**config.mk**
```make
export PLATFORM = sky130hd
export DESIGN_NAME = freq_meter_bcd
export DESIGN_NICKNAME = d
export VERILOG_FILES = /design/src/rtl/freq_meter_bcd.sv
export SDC_FILE = /design/constraint.sdc
export NUM_CORES = 1
export LEC_CHECK = 0
export CAP_MARGIN = 20
export CORE_ASPECT_RATIO = 0.7
export CORE_MARGIN = 3
export CORE_UTILIZATION = 30
export CTS_CLUSTER_DIAMETER = 50
export DETAILED_ROUTE_END_ITERATION = 8
export PLACE_DENSITY = 0.44
export SYNTH_ARGS = -nofsm -noshare
export SYNTH_HDL_FRONTEND = slang
export SYNTH_SLANG_ARGS = --single-unit
export TNS_END_PERCENT = 30
```
**constraint.sdc**
```tcl
create_clock -name clk_i -period 2 [get_ports clk_i]
set_input_delay 0.3 -clock clk_i [delete_from_list [all_inputs] [get_ports clk_i]]
set_output_delay 0.3 -clock clk_i [all_outputs]
set_load 0.02 [all_outputs]
```
**src/rtl/freq_meter_bcd.sv**
```systemverilog
// -----------------------------------------------------------------------------
// freq_meter_bcd
//
// Gated frequency counter with a 4-digit BCD result. Rising edges of sig_i are
// counted over a window of GATE_CYCLES clocks in four cascaded decade counters.
// At the end of each window the count is latched onto bcd_o/ovf_o together with
// a one-cycle valid_o strobe. The window then restarts while enable_i stays high.
//
// Parameters:
//   GATE_CYCLES  gate window length in clk_i cycles (2 .. 2**GATE_W-1)
//   GATE_W       width of the gate counter
//
// Ports:
//   clk_i     in   system clock
//   reset     in   asynchronous active-low reset
//   sig_i     in   signal under measurement, asynchronous to clk_i
//   enable_i  in   measurement enable; dropping it mid-window discards the count
//   bcd_o     out  latched count, [15:12] thousands .. [3:0] units
//   valid_o   out  one-cycle strobe in the cycle bcd_o/ovf_o take a new value
//   ovf_o     out  latched: the last window counted past 9999
//   busy_o    out  high while a window is in progress (GATE or LATCH)
//
// Build option:
//   FREQ_METER_SATURATE_EN  defined   -> on overflow the digits freeze at 9999
//                           undefined -> the digits wrap modulo 10000
//   In both builds ovf_o reports that the window overflowed.
// -----------------------------------------------------------------------------
module freq_meter_bcd #(
    parameter int unsigned GATE_CYCLES = 50_000_000,
    parameter int unsigned GATE_W      = 26
) (
    input  logic        clk_i,
    input  logic        reset,
    input  logic        sig_i,
    input  logic        enable_i,
    output logic [15:0] bcd_o,
    output logic        valid_o,
    output logic        ovf_o,
    output logic        busy_o
);

    typedef enum logic [1:0] {
        IDLE  = 2'd0,
        GATE  = 2'd1,
        LATCH = 2'd2
    } state_e;

    localparam logic [GATE_W-1:0] GATE_LAST = GATE_W'(GATE_CYCLES - 1);
    localparam logic [GATE_W-1:0] GATE_ONE  = GATE_W'(1);

    // ------------------------------------------------------------------
    // Input conditioning: two flops for metastability, a third flop to
    // detect the rising edge on the synchronized signal.
    // ------------------------------------------------------------------
    logic sync1_q;
    logic sync2_q;
    logic sync3_q;
    logic edge_pulse;

    always_ff @(posedge clk_i or negedge reset) begin
        if (!reset) begin
            sync1_q <= 1'b0;
            sync2_q <= 1'b0;
            sync3_q <= 1'b0;
        end else begin
            sync1_q <= sig_i;
            sync2_q <= sync1_q;
            sync3_q <= sync2_q;
        end
    end

    assign edge_pulse = sync2_q & ~sync3_q;

    // ------------------------------------------------------------------
    // State
    // ------------------------------------------------------------------
    state_e            state_q,    state_d;
    logic [GATE_W-1:0] gate_q,     gate_d;
    // dig_q[3] is thousands, dig_q[0] is units, so the packed vector is
    // already in bcd_o layout.
    logic [3:0][3:0]   dig_q,      dig_d;
    logic              ovf_flag_q, ovf_flag_d;
    logic [15:0]       bcd_q,      bcd_d;
    logic              ovf_q,      ovf_d;
    logic              valid_q,    valid_d;

    // ------------------------------------------------------------------
    // Decade cascade: +1 on the units digit, rippling through the digits
    // in the same cycle. all_nines is the carry out of thousands, which
    // is set exactly when the current count is 9999.
    // ------------------------------------------------------------------
    logic [3:0][3:0] dig_inc;
    logic            carry;
    logic            all_nines;

    always_comb begin
        dig_inc = dig_q;
        carry   = 1'b1;
        for (int i = 0; i < 4; i++) begin
            if (carry) begin
                if (dig_q[i] == 4'd9) begin
                    dig_inc[i] = 4'd0;
                    carry      = 1'b1;
                end else begin
                    dig_inc[i] = dig_q[i] + 4'd1;
                    carry      = 1'b0;
                end
            end
        end
        all_nines = carry;
    end

    // ------------------------------------------------------------------
    // Next-state and output logic
    // ------------------------------------------------------------------
    always_comb begin
        state_d    = state_q;
        gate_d     = gate_q;
        dig_d      = dig_q;
        ovf_flag_d = ovf_flag_q;
        bcd_d      = bcd_q;
        ovf_d      = ovf_q;
        valid_d    = 1'b0;

        case (state_q)
            IDLE: begin
                gate_d     = '0;
                dig_d      = '0;
                ovf_flag_d = 1'b0;
                if (enable_i) begin
                    state_d = GATE;
                end
            end

            GATE: begin
                if (edge_pulse) begin
`ifdef FREQ_METER_SATURATE_EN
                    // Once the count has reached 9999 and overflowed, the
                    // digits stay at 9999 for the rest of the window.
                    if (!ovf_flag_q) begin
                        if (all_nines) begin
                            ovf_flag_d = 1'b1;
                        end else begin
                            dig_d = dig_inc;
                        end
                    end
`else
                    dig_d = dig_inc;
                    if (all_nines) begin
                        ovf_flag_d = 1'b1;
                    end
`endif
                end

                if (!enable_i) begin
                    // Abort: throw away the partial count, outputs untouched.
                    state_d    = IDLE;
                    gate_d     = '0;
                    dig_d      = '0;
                    ovf_flag_d = 1'b0;
                end else if (gate_q == GATE_LAST) begin
                    // Latch the count including an edge in this final gate
                    // cycle, so the result and the strobe appear together
                    // during the LATCH cycle.
                    state_d = LATCH;
                    gate_d  = '0;
                    bcd_d   = dig_d;
                    ovf_d   = ovf_flag_d;
                    valid_d = 1'b1;
                end else begin
                    gate_d = gate_q + GATE_ONE;
                end
            end

            LATCH: begin
                // Dead cycle: edges are ignored while the counters clear.
                gate_d     = '0;
                dig_d      = '0;
                ovf_flag_d = 1'b0;
                state_d    = enable_i ? GATE : IDLE;
            end

            default: begin
                state_d    = IDLE;
                gate_d     = '0;
                dig_d      = '0;
                ovf_flag_d = 1'b0;
            end
        endcase
    end

    always_ff @(posedge clk_i or negedge reset) begin
        if (!reset) begin
            state_q    <= IDLE;
            gate_q     <= '0;
            dig_q      <= '0;
            ovf_flag_q <= 1'b0;
            bcd_q      <= 16'h0000;
            ovf_q      <= 1'b0;
            valid_q    <= 1'b0;
        end else begin
            state_q    <= state_d;
            gate_q     <= gate_d;
            dig_q      <= dig_d;
            ovf_flag_q <= ovf_flag_d;
            bcd_q      <= bcd_d;
            ovf_q      <= ovf_d;
            valid_q    <= valid_d;
        end
    end

    assign bcd_o   = bcd_q;
    assign ovf_o   = ovf_q;
    assign valid_o = valid_q;
    assign busy_o  = (state_q == GATE) || (state_q == LATCH);

endmodule

```
Word level (Yosys, flattened, before mapping)
Index checks and enable logic that the tools add are counted.
- flip-flop bits (word level): 66
- input port bits: 4
- logic and storage cells: 65
- $add $sub $neg: 5
- equal/unequal tests: 9
- muxes and demuxes: 32
- bitwise gates (word level): 2
- reduce and logical (&&, ||, !) cells: 4
- operators with widths (cell ; number):
    two-way mux 26 bit ; 3
    two-way mux 16 bit ; 3
    two-way mux 4 bit ; 7
    adder 26 x 1 -> 26 bit (second input constant) ; 1
    == test 26 bit (second input constant) ; 1
    adder 4 x 1 -> 4 bit (second input constant) ; 4
    == test 4 bit (second input constant) ; 4
    two-way mux 1 bit ; 15
    two-way mux 2 bit ; 3
    case mux 2 bit (3 select lines) ; 1
    != test 3 bit (second input constant) ; 1
    AND reduction 3 bit ; 1
    == test 2 x 1 -> 1 bit (second input constant) ; 1
    == test 2 bit (second input constant) ; 1
    zero test 2 bit ; 1
    != test 2 bit (second input constant) ; 1
    AND reduction 2 bit ; 1
    bitwise AND 1 bit ; 1
    logical OR 1 bit ; 1
    NOT 1 bit ; 1

Logic depth before layout (Yosys ltp)
Gate-level depths: netlist of the first run.
- depth in word-level cells: 9
- depth in mapped cells: 7
- gate-level depth less buffers: 6

Worst setup path before layout of the first run
No wires, ideal clock.
- path type: reg2reg
- start: reg gate_q[10]
- end: reg ovf_q, in the netlist ovf_o
- data arrival time: 1.765 ns
- required time: 1.921 ns
- setup slack: 0.156 ns
- cell stages (with the launch flop): 7
- buffers on the path: 2
- cells stage by stage: dfrtp_1 nor4_1 nand4_4 nor4_4 buf_6 buf_12 mux2i_1
- longest elaborated chain between the ends: 2
- ends and longest elaborated chain (what ; line ; text):
    start: declaration ; 78 ; logic [GATE_W-1:0] gate_q, gate_d;
    start signal: assignment ; 203 ; gate_q <= gate_d;
    == test 26 bit ; 161 ; end else if (gate_q == GATE_LAST) begin
    AND reduction 3 bit (no source line) ; n/a ;
    end signal: assignment ; 207 ; ovf_q <= ovf_d;
    end: declaration ; 84 ; logic ovf_q, ovf_d;
No other way between the ends.
A chain may end at the register's enable or synchronous reset.

Worst setup path in the final report of the first run
- start: reg gate_q[13]
- end: reg gate_q[24]
- longest elaborated chain between the ends: 4
- elaborated cells between the ends (all ways): 5
- those cells by class: add/sub (1); eq/ne (1); mux (3)
- ends and longest elaborated chain (what ; line ; text):
    adder 26 x 1 -> 26 bit or == test 26 bit (tied branches) ; 171, 161 ;
    two-way mux 26 bit (*) ; 161 ;
    two-way mux 26 bit (*) ; 155 ; if (!enable_i) begin
    two-way mux 26 bit (*) ; 125 ; case (state_q)
    named net gate_d[24] ; 78 ;
Mark *: on every way through the listed nets, which the timed path passes. The rest lies on a longest branch.

==> metrics.txt, run 1 <==
WHS=-0.01906 ns; non-filler cells in the finished layout=around 520; number of synthesized flops with an enable pin=0; crit-path max cell delay=0.57 ns; first-pass iteration count of the detailed router=4; R2R cell count=5; max cap viols=0; syn_area_per_cell=10.50 µm²; Req. time, crit path=2.20 ns; share of cells above drive strength 1=~15%; Post-Synth Simple-Gate Area=22.90%; post-synthesis cell type count=between 50 and 60; routed len/inst=roughly 14 µm; Final Cycle Share=a little over nine tenths; Crit Reg-Reg Startpoint=gate_q[13]; CTS Sinks=66; Setup WS pre-CTS=approximately 0.10 ns; CP max FO=13; Mapped Area=3382 µm²; GRT Resource Usage Total=about 13%; DR iter-0 viols=138; CTS H-Tree Depth=3; Yosys top cell area share=around half; final worst slack=0.1192 ns; xor/xnor share of the synthesized area=between 4 and 5%; Post-synth ARST share=100.0%; CP Data Arrival Time=around 2.1 ns; Root Buffer=clkbuf_16; worst-margin pin slew=around 0.5 ns; leakage power=1.730 nW; fillcell total=~1000; HPWL Detailed=5247 µm; CP bufs+invs=1; number of global-route vias before repair=2332; Vias=2485; Critical R2R Capture=gate_q[24]; Pins Over Slew Limit=0; IO buf count=22; initial antenna violation count=0; crit start category=flip-flop; die span in x=132.9 µm; Worst IR Drop VDD=446.2 µV; crit-path leading delay family=simple AND/OR/NAND/NOR gates; Initial Util=31.71%; first-pass GRT wire length=between 10000 and 15000 µm; complex-gate fraction of the synthesized area=9.804%; slew margin rel.=66.12%; Post-Route WL=7461 µm; fin crit period=roughly 1.9 ns; CTS tree=yes; largest cells by area after synthesis=dfrtp_1 (49%), mux2i_1 (5.6%), a21oi_1 (3.6%), nor2_1 (3.2%), inv_1 (2.7%); Synth Warn #=0; worst clock skew=0.005794 ns; #FFs+latches synth=66; Core Footprint=roughly 11000 µm²; f_max=0.5317 GHz; RSZ-0062 raised after global routing=no; Reg2Reg Setup Slack=0.12 ns; power density over the cells=783.0 nW/µm²; Hold Vio Cnt, Final=11; Reg clk slew, reported paths=0.05 ns; Die H=94.84 µm; # diodes=0; Syn Nets=331; Vias/cell=4.807; Inst Count DP=502; Post-Synth Adder-Cell Area=1.850%; main combinational cell family by area after synthesis=simple AND/OR/NAND/NOR gates; critical path cell sequence=nand3_2 -> or4b_4 -> o31ai_4 -> buf_4 -> a21oi_1; DRC Markers=0; CP Capture Type=flip-flop; grt total ovfl=0; failing checks=negative hold slack; largest net degree at the start of global routing=67; total CTS buffers=9; I/O pin count=23; Hold WC Path Type=in2async; critical path class=reg2reg; clock latency on the worst-skew pair=0.33 ns; area growth from synthesis to layout=23.75%; Mapped Cells=322; mux cell area share after synthesis=5.623%; Final Wtd Congestion=0.7054; Longest Clk Path Bufs=2; full die area=approximately 13000 µm²; post-synthesis sequential area ratio=48.83%; site row count=31; leading area contributor after synthesis=dfrtp_1; NumNets Final=374; CP max stage cell=or4b_4; status=finished with violations; Final setup viols=0; ANT nets after route=0; Top FF cell, synth=dfrtp_1; Fin Setup TNS=0 ns
-- area by class of cell --
type,count,area [µm²],area share (%)
timing repair buffer,47,426.7,10.19
sequential,66,1652,39.46
clock inverter,2,35.03,0.8371
multi-input combinational,217,1526,36.47
tap,148,185.2,4.425
inverter,24,90.09,2.152
clock buffer,13,270.3,6.457
-- power breakdown --
part	switching (W)	leakage [nW]	internal, W
sequential	0.0000182	0.845	0.00136
combinational	0.000199	0.733	0.0000926
clock	0.000548	0.152	0.00106
-- cell families (layout without fill, tap and decap cells) --
kind of cell    Yosys count  count (layout)
compound gates           54              54
mux                      19              19
buf+inv                  39              86
fa+ha+maj                 5               5
xor+xnor                 19              19
flops                    66              66
simple gates            120             120
-- cell usage after synthesis (6+ instances only) --
| library cell | instances |
|---|---|
| xor2_1 | 10 |
| and4_1 | 6 |
| a21oi_1 | 24 |
| or3_1 | 6 |
| nand4_1 | 12 |
| o31ai_1 | 7 |
| nor2_1 | 29 |
| o21ai_0 | 11 |
| dfrtp_1 | 66 |
| nand2_1 | 9 |
| or4_1 | 6 |
| inv_1 | 24 |
| clkbuf_1 | 7 |
| xnor2_1 | 9 |
| nand3_1 | 12 |
| mux2i_1 | 19 |
-- flip-flops by register name, summed over array words and instances, names as in the netlist --
register,count
ovf_flag_q,1
dig_q,16
gate_q,26
sync3_q,1
valid_o,1
sync2_q,1
state_q,2
sync1_q,1
bcd_o,16
ovf_o,1
-- worst max-delay path by stage --
stage	from	to	slack [ns]	depth (start not counted)
2_1_floorplan	gate_q[10]	ovf_o	0.16	6
3_3_place_gp	gate_q[13]	gate_q[3]	0.14	5
3_5_place_dp	gate_q[13]	gate_q[16]	0.10	5
4_1_cts	gate_q[13]	bcd_o[12]	0.1	5
5_1_grt	gate_q[14]	gate_q[24]	0.01	5
6_report	gate_q[13]	gate_q[24]	0.12	5
-- layout by cell type (no fill, tap or decap), drive strengths merged, types with 2 or more instances in the layout --
master	n
dfrtp	66
nor2	29
buf	26
inv	24
a21oi	24
clkdlybuf4s50	20
mux2i	19
nand4	13
nand3	13
clkbuf	13
o21ai	11
xor2	10
nand2	10
xnor2	9
o31ai	8
or3	7
or4	6
and4	6
ha	5
a31oi	4
and3	4
nor4b	4
nor4bb	3
nor2b	3
nand3b	3
a22oi	3
nand2b	3
nor4	3
and4bb	2
and2	2
and3b	2
nor3b	2
-- repair_timing --
item                                    CTS  global route
endpoints found under the setup margin    1             2
setup buffers                             0             0
hold buffers                              0             0
resized for setup                         1             1
-- through the flow --
stage	area, µm²	util (%)	power, W
after floorplan	3382	-	0.001589
after global placement	3880	36.38	0.001706
after detailed placement	3880	36.38	0.001710
after CTS	4184	39.23	0.003329
after global routing	4185	39.24	0.003430
final	4185	39.24	0.003277
-- routing by layer --
metal  vias to the layer above  track usage (%)  part of all wire [%]
li1                       1244                -                     -
met1                      1198            20.54                    58
met2                        36            15.88                    36
met3                         7            4.100                   4.3
met4                         0            3.633                   1.0
met5                         -                0                     0
No activity file was read; power rests on OpenSTA's default activity.
==> run 2, diff against run 1 <==
PLACE_DENSITY = 0.45   (was 0.44)
==> run 2 against run 1 <==
Compared with the run above:
- design area unchanged
- non-clock buffer count decreased by 2
- clock power about the same
- fmax increased by 0.14%
- global-route usage about the same
- die area unchanged
- count of clock-buffer cells in the layout decreased by 3
- combinational power increased by 5%
- flip-flop and latch count unchanged
- the flow now finishes without violations
- largest power group unchanged
- sequential share of layout area unchanged
- total power decreased by 0.44%
==> metrics.txt, run 2 (synthesis results as in run 1) <==
Hold WC Path Type=reg2reg; register area=1652 µm² (unchanged); crit-path max cell delay=0.55 ns (-0.02 ns); worst setup path start=dig_q[1]; switching share of power=24.79% (+1.4 points); Internal=0.002454 W (-2.3%); Final setup viols=0 (unchanged); f_max=0.5324 GHz (+0.14%); routed len/inst=14.73 µm (+2.1%); share of cells above drive strength 1=13.90% (-0.74 points); GRT Resource Usage Total=12.85% (about the same); Inst Count DP=499 (-0.60%); Largest register FFs=26 (unchanged); Worst Hold End=sync2_q; largest net degree at the start of global routing=67 (unchanged); Final Cycle Share=93.91% (-0.13 points); CP max FO=6 (-7); Comb pwr share=9.4% (+0.5 points); Initial Util=31.71% (unchanged); Core Footprint=10670 µm² (unchanged); Crit Reg-Reg Startpoint=dig_q[1]; Hold Vio Cnt, Final=0 (-11); grt total ovfl=0 (unchanged); Reg2Reg Setup Slack=0.12 ns (about the same); non-filler cells in the finished layout=515 (-0.39%); CP bufs+invs=0 (-1); initial antenna violation count=0 (unchanged); CP Capture Type=flip-flop; most frequent cells in the layout=dfrtp_1 (66), nor2_1 (29), inv_1 (24), a21oi_1 (24), clkdlybuf4s50_1 (20); HPWL Detailed=5080 µm (-3.2%); status=finished clean; Final Wtd Congestion=0.7254 (+2.8%); critical path cell sequence=or3b_2 -> nor4b_4 -> mux2i_1 -> mux2i_1; Post-Route WL=7588 µm (+1.7%); first-pass iteration count of the detailed router=4 (unchanged); NumNets Final=372 (-0.53%); die span in x=132.9 µm (unchanged); max cap viols=0 (unchanged); Worst IR Drop VDD=416.6 µV (-6.6%); Req. time, crit path=2.21 ns (about the same); slew margin rel.=64.48% (-1.6 points); CP max stage cell=or3b_2; fin crit period=1.878 ns (-0.002649 ns); Reg power frac=42.3% (+0.2 points); IO buf count=22 (unchanged); Root Buffer=clkbuf_16; critical path class=reg2reg; crit start category=flip-flop; Critical R2R Capture=bcd_o[9]; crit-path leading delay family=simple AND/OR/NAND/NOR gates; # diodes=0 (unchanged); commonest non-fill, non-tap cell in the layout=dfrtp_1; fillcell total=1038 (-0.76%); Reg clk slew, reported paths=0.06 ns (about the same); I/O pin count=23 (unchanged); DRC Markers=0 (unchanged); RSZ-0062 raised after global routing=no; CP Depth=4 (-1); ANT nets after route=0 (unchanged); Largest Register=gate_q; Core Util, Final=39.24% (unchanged); worst clock skew=0.005507 ns (-0.0002867 ns); WHS=0.3595 ns (+0.3786 ns); power density over the cells=779.6 nW/µm² (-0.44%); Hold Crit Depth=0; R2R cell count=4 (-1); full die area=12600 µm² (unchanged); clock latency on the worst-skew pair=0.33 ns (about the same); worst-margin pin slew=0.5256 ns (+0.02424 ns); Fin Setup TNS=0 ns (unchanged); area growth from synthesis to layout=23.75% (unchanged); Vias=2511 (+1.0%); CTS tree=yes; CP Data Arrival Time=2.08 ns (about the same); total CTS buffers=9 (unchanged); CTS Sinks=66 (unchanged); multi-input logic area=1525 µm² (about the same); Pins Over Slew Limit=0 (unchanged); Clk pwr share=48.3% (-0.7 points); DR iter-0 viols=213 (+54%); number of global-route vias before repair=2422 (+3.9%); CTS H-Tree Depth=3 (unchanged); site row count=31 (unchanged); leakage power=1.720 nW (-0.58%); most used cell, CP=mux2i_1; Switch Pwr=0.0008087 W (+5.7%); first-pass GRT wire length=12700 µm (+0.38%); Vias/cell=4.876 (+1.4%); Die H=94.84 µm (unchanged); Longest Clk Path Bufs=2 (unchanged); hold path start=sync1_q
[run 2: through the flow]
step / total power [W] / worst slack [ns] / cell area (µm²)
5_1_grt: 0.003406 / 0.009948 / 4185
2_1_floorplan: 0.001589 / 0.1559 / 3382
3_3_place_gp: 0.001718 / 0.1532 / 3882
3_5_place_dp: 0.001723 / 0.1186 / 3882
4_1_cts: 0.003322 / 0.1007 / 4185
6_report: 0.003263 / 0.1218 / 4185
[run 2: worst max-delay path by stage]
| stage | end | slack [ns] |
|---|---|---|
| 2_1_floorplan | ovf_o | 0.16 |
| 3_3_place_gp | bcd_o[9] | 0.15 |
| 3_5_place_dp | bcd_o[0] | 0.12 |
| 4_1_cts | bcd_o[1] | 0.10 |
| 5_1_grt | bcd_o[9] | 0.01 |
| 6_report | bcd_o[9] | 0.12 |
[run 2: layout make-up]
| type | instances | area share, % |
|---|---|---|
| clock buffer | 10 | 5.710 |
| tap | 148 | 4.425 |
| clock inverter | 5 | 1.315 |
| multi-input combinational | 217 | 36.44 |
| timing repair buffer | 45 | 10.49 |
| inverter | 24 | 2.152 |
| sequential | 66 | 39.46 |
[run 2: timing repair]
item                                   CTS  global route
gates resized for setup                  1             0
hold buffers                             1             0
endpoints found under the hold margin    5             0
buffers inserted                         0             0
setup endpoints to repair                1             0
[run 2: metal layers]
layer	up-vias	track usage [%]	share of wire (%)
met5	-	0	0
met4	0	4.931	0.50
met3	2	3.887	4.0
met2	52	16.68	39
met1	1217	19.53	56
li1	1240	-	-
[run 2: power by group through the flow]
stage	registers [W]	clock network, W	logic [W]
after CTS	0.00138	0.00163	0.000314
after global placement	0.00140	0	0.000316
final	0.00138	0.00158	0.000306
after floorplan	0.00140	0	0.000190
after global routing	0.00138	0.00168	0.000343
after detailed placement	0.00141	0	0.000318
==> RTL change, RTL diff (settings of run 2) <==
Set the parameter `GATE_CYCLES` to 33_554_432 (it was 50_000_000).
--- a/src/rtl/freq_meter_bcd.sv
+++ b/src/rtl/freq_meter_bcd.sv
@@ -27,5 +27,5 @@
 // -----------------------------------------------------------------------------
 module freq_meter_bcd #(
-    parameter int unsigned GATE_CYCLES = 50_000_000,
+    parameter int unsigned GATE_CYCLES = 33_554_432,
     parameter int unsigned GATE_W      = 26
 ) (
Formal check against the unedited RTL: no difference found for any inputs over 10 cycles, from zero or initial values and one cycle with reset low; that may be too few to reach the edited logic, so the function may still have changed.
==> RTL change against run 2 <==
- the run now ends with hold timing left
- synthesized cell count shrank 0.62%
- total power fell by 0.31%
- non-clock buffer count is 5 lower
- synthesized area shrank 4.7%
- via count shrank 2.9%
- maximum frequency up 1.9%
- worst setup slack better by 0.034 ns
- design area decreased by 4.8%
- wire length down 2.3%
- sequential cell count is the same
==> RTL change: results <==
{
  "grt_pass1_vias": 2360,
  "power.static_leakage_nw": 1.665,
  "synth_cell_type_count": 45,
  "path_max_fanout": 11,
  "grt_use_total_pct": 13.25,
  "drt-vias-per-instance": 4.998,
  "r2r_end": "gate_q[23]",
  "dp_hpwl_um": 4962,
  "synth.area.top_cells": "dfrtp_1, a21oi_1, nor2_1",
  "netlist_top_cells_count": "dfrtp_1, a21oi_1, nor2_1",
  "outcome": "complete, but fails checks",
  "numCtsBuffers": 9,
  "r2r_setup_slack_ns": 0.16,
  "maxSlewHeadroom_pct": 73.13,
  "place.gp.congestion": 0.7400,
  "nFillCells": 977,
  "violations": "hold timing",
  "crit_slowest_cell": "dfrtp_1",
  "placed_area_sq_mm": 0.003674,
  "ir_drop_mv": 0.3955,
  "pre_cts_slack_ns": 0.1438,
  "synth_nets": 329,
  "final-hold-violation-count": 18,
  "worstHoldPathType": "in -> async",
  "worstReg2RegStart": "gate_q[0]",
  "layout.nets": 364,
  "grt_pass1_wl_um": 12380,
  "area_growth_syn_to_layout_pct": 23.55,
  "hold_ws_ns": -0.01457,
  "dr.first_iter.drc_count": 128,
  "arrival_ns": 2.05,
  "ff2ff_path_depth": 6,
  "cp_slowest_stage_delay_ns": 0.38
}
[RTL change: cell type report]
type / count / area share (%)
flip-flops and latches: 66 / 41.46
multi-input cells: 227 / 36.43
repair buffers: 40 / 9.391
clock buffers: 9 / 5.653
well taps: 128 / 4.020
clock inverters: 7 / 2.010
inverters: 11 / 1.036
[RTL change: kinds of logic after synthesis]
family	Yosys count	share of synthesized area, %
buffers and inverters	27	4.229
muxes	7	2.173
DFF	66	51.22
adders and majority gates	5	1.940
and+or+nand+nor	121	22.00
xor gates and xnor gates	20	5.432
AOI/OAI and AO/OA	74	13.00
[RTL change: where the power goes]
group	leakage, nW	internal [mW]	switching, mW
sequential	0.907	1.36	0.0230
combinational	0.616	0.0879	0.188
clock	0.142	0.972	0.621
[RTL change: worst max path at each step]
stage | startpoint | slack [ns] | end
finish | gate_q[0] | 0.16 | gate_q[23]
global route | gate_q[8] | 0.0003 | gate_q[17]
floorplan | gate_q[0] | 0.21 | bcd_o[7]
detailed placement | dig_q[3] | 0.14 | bcd_o[15]
global placement | dig_q[3] | 0.16 | bcd_o[13]
CTS | dig_q[3] | 0.11 | bcd_o[15]
[RTL change: metrics by stage]
stage	cells	hold slack [ns]
6_report	488	-0.01457
5_1_grt	488	0.001885
4_1_cts	488	0.001209
3_3_place_gp	472	0.3545
2_1_floorplan	320	0.004409
3_5_place_dp	472	0.3506
[RTL change: routing by layer]
layer  vias to the layer above  global-route usage [%]  wire length [um]
li1                       1229                       -                 -
met1                      1165                   21.22              4321
met2                        36                   16.42              2731
met3                         9                   3.746               249
met4                         0                   4.412               107
met5                         -                       0                 0
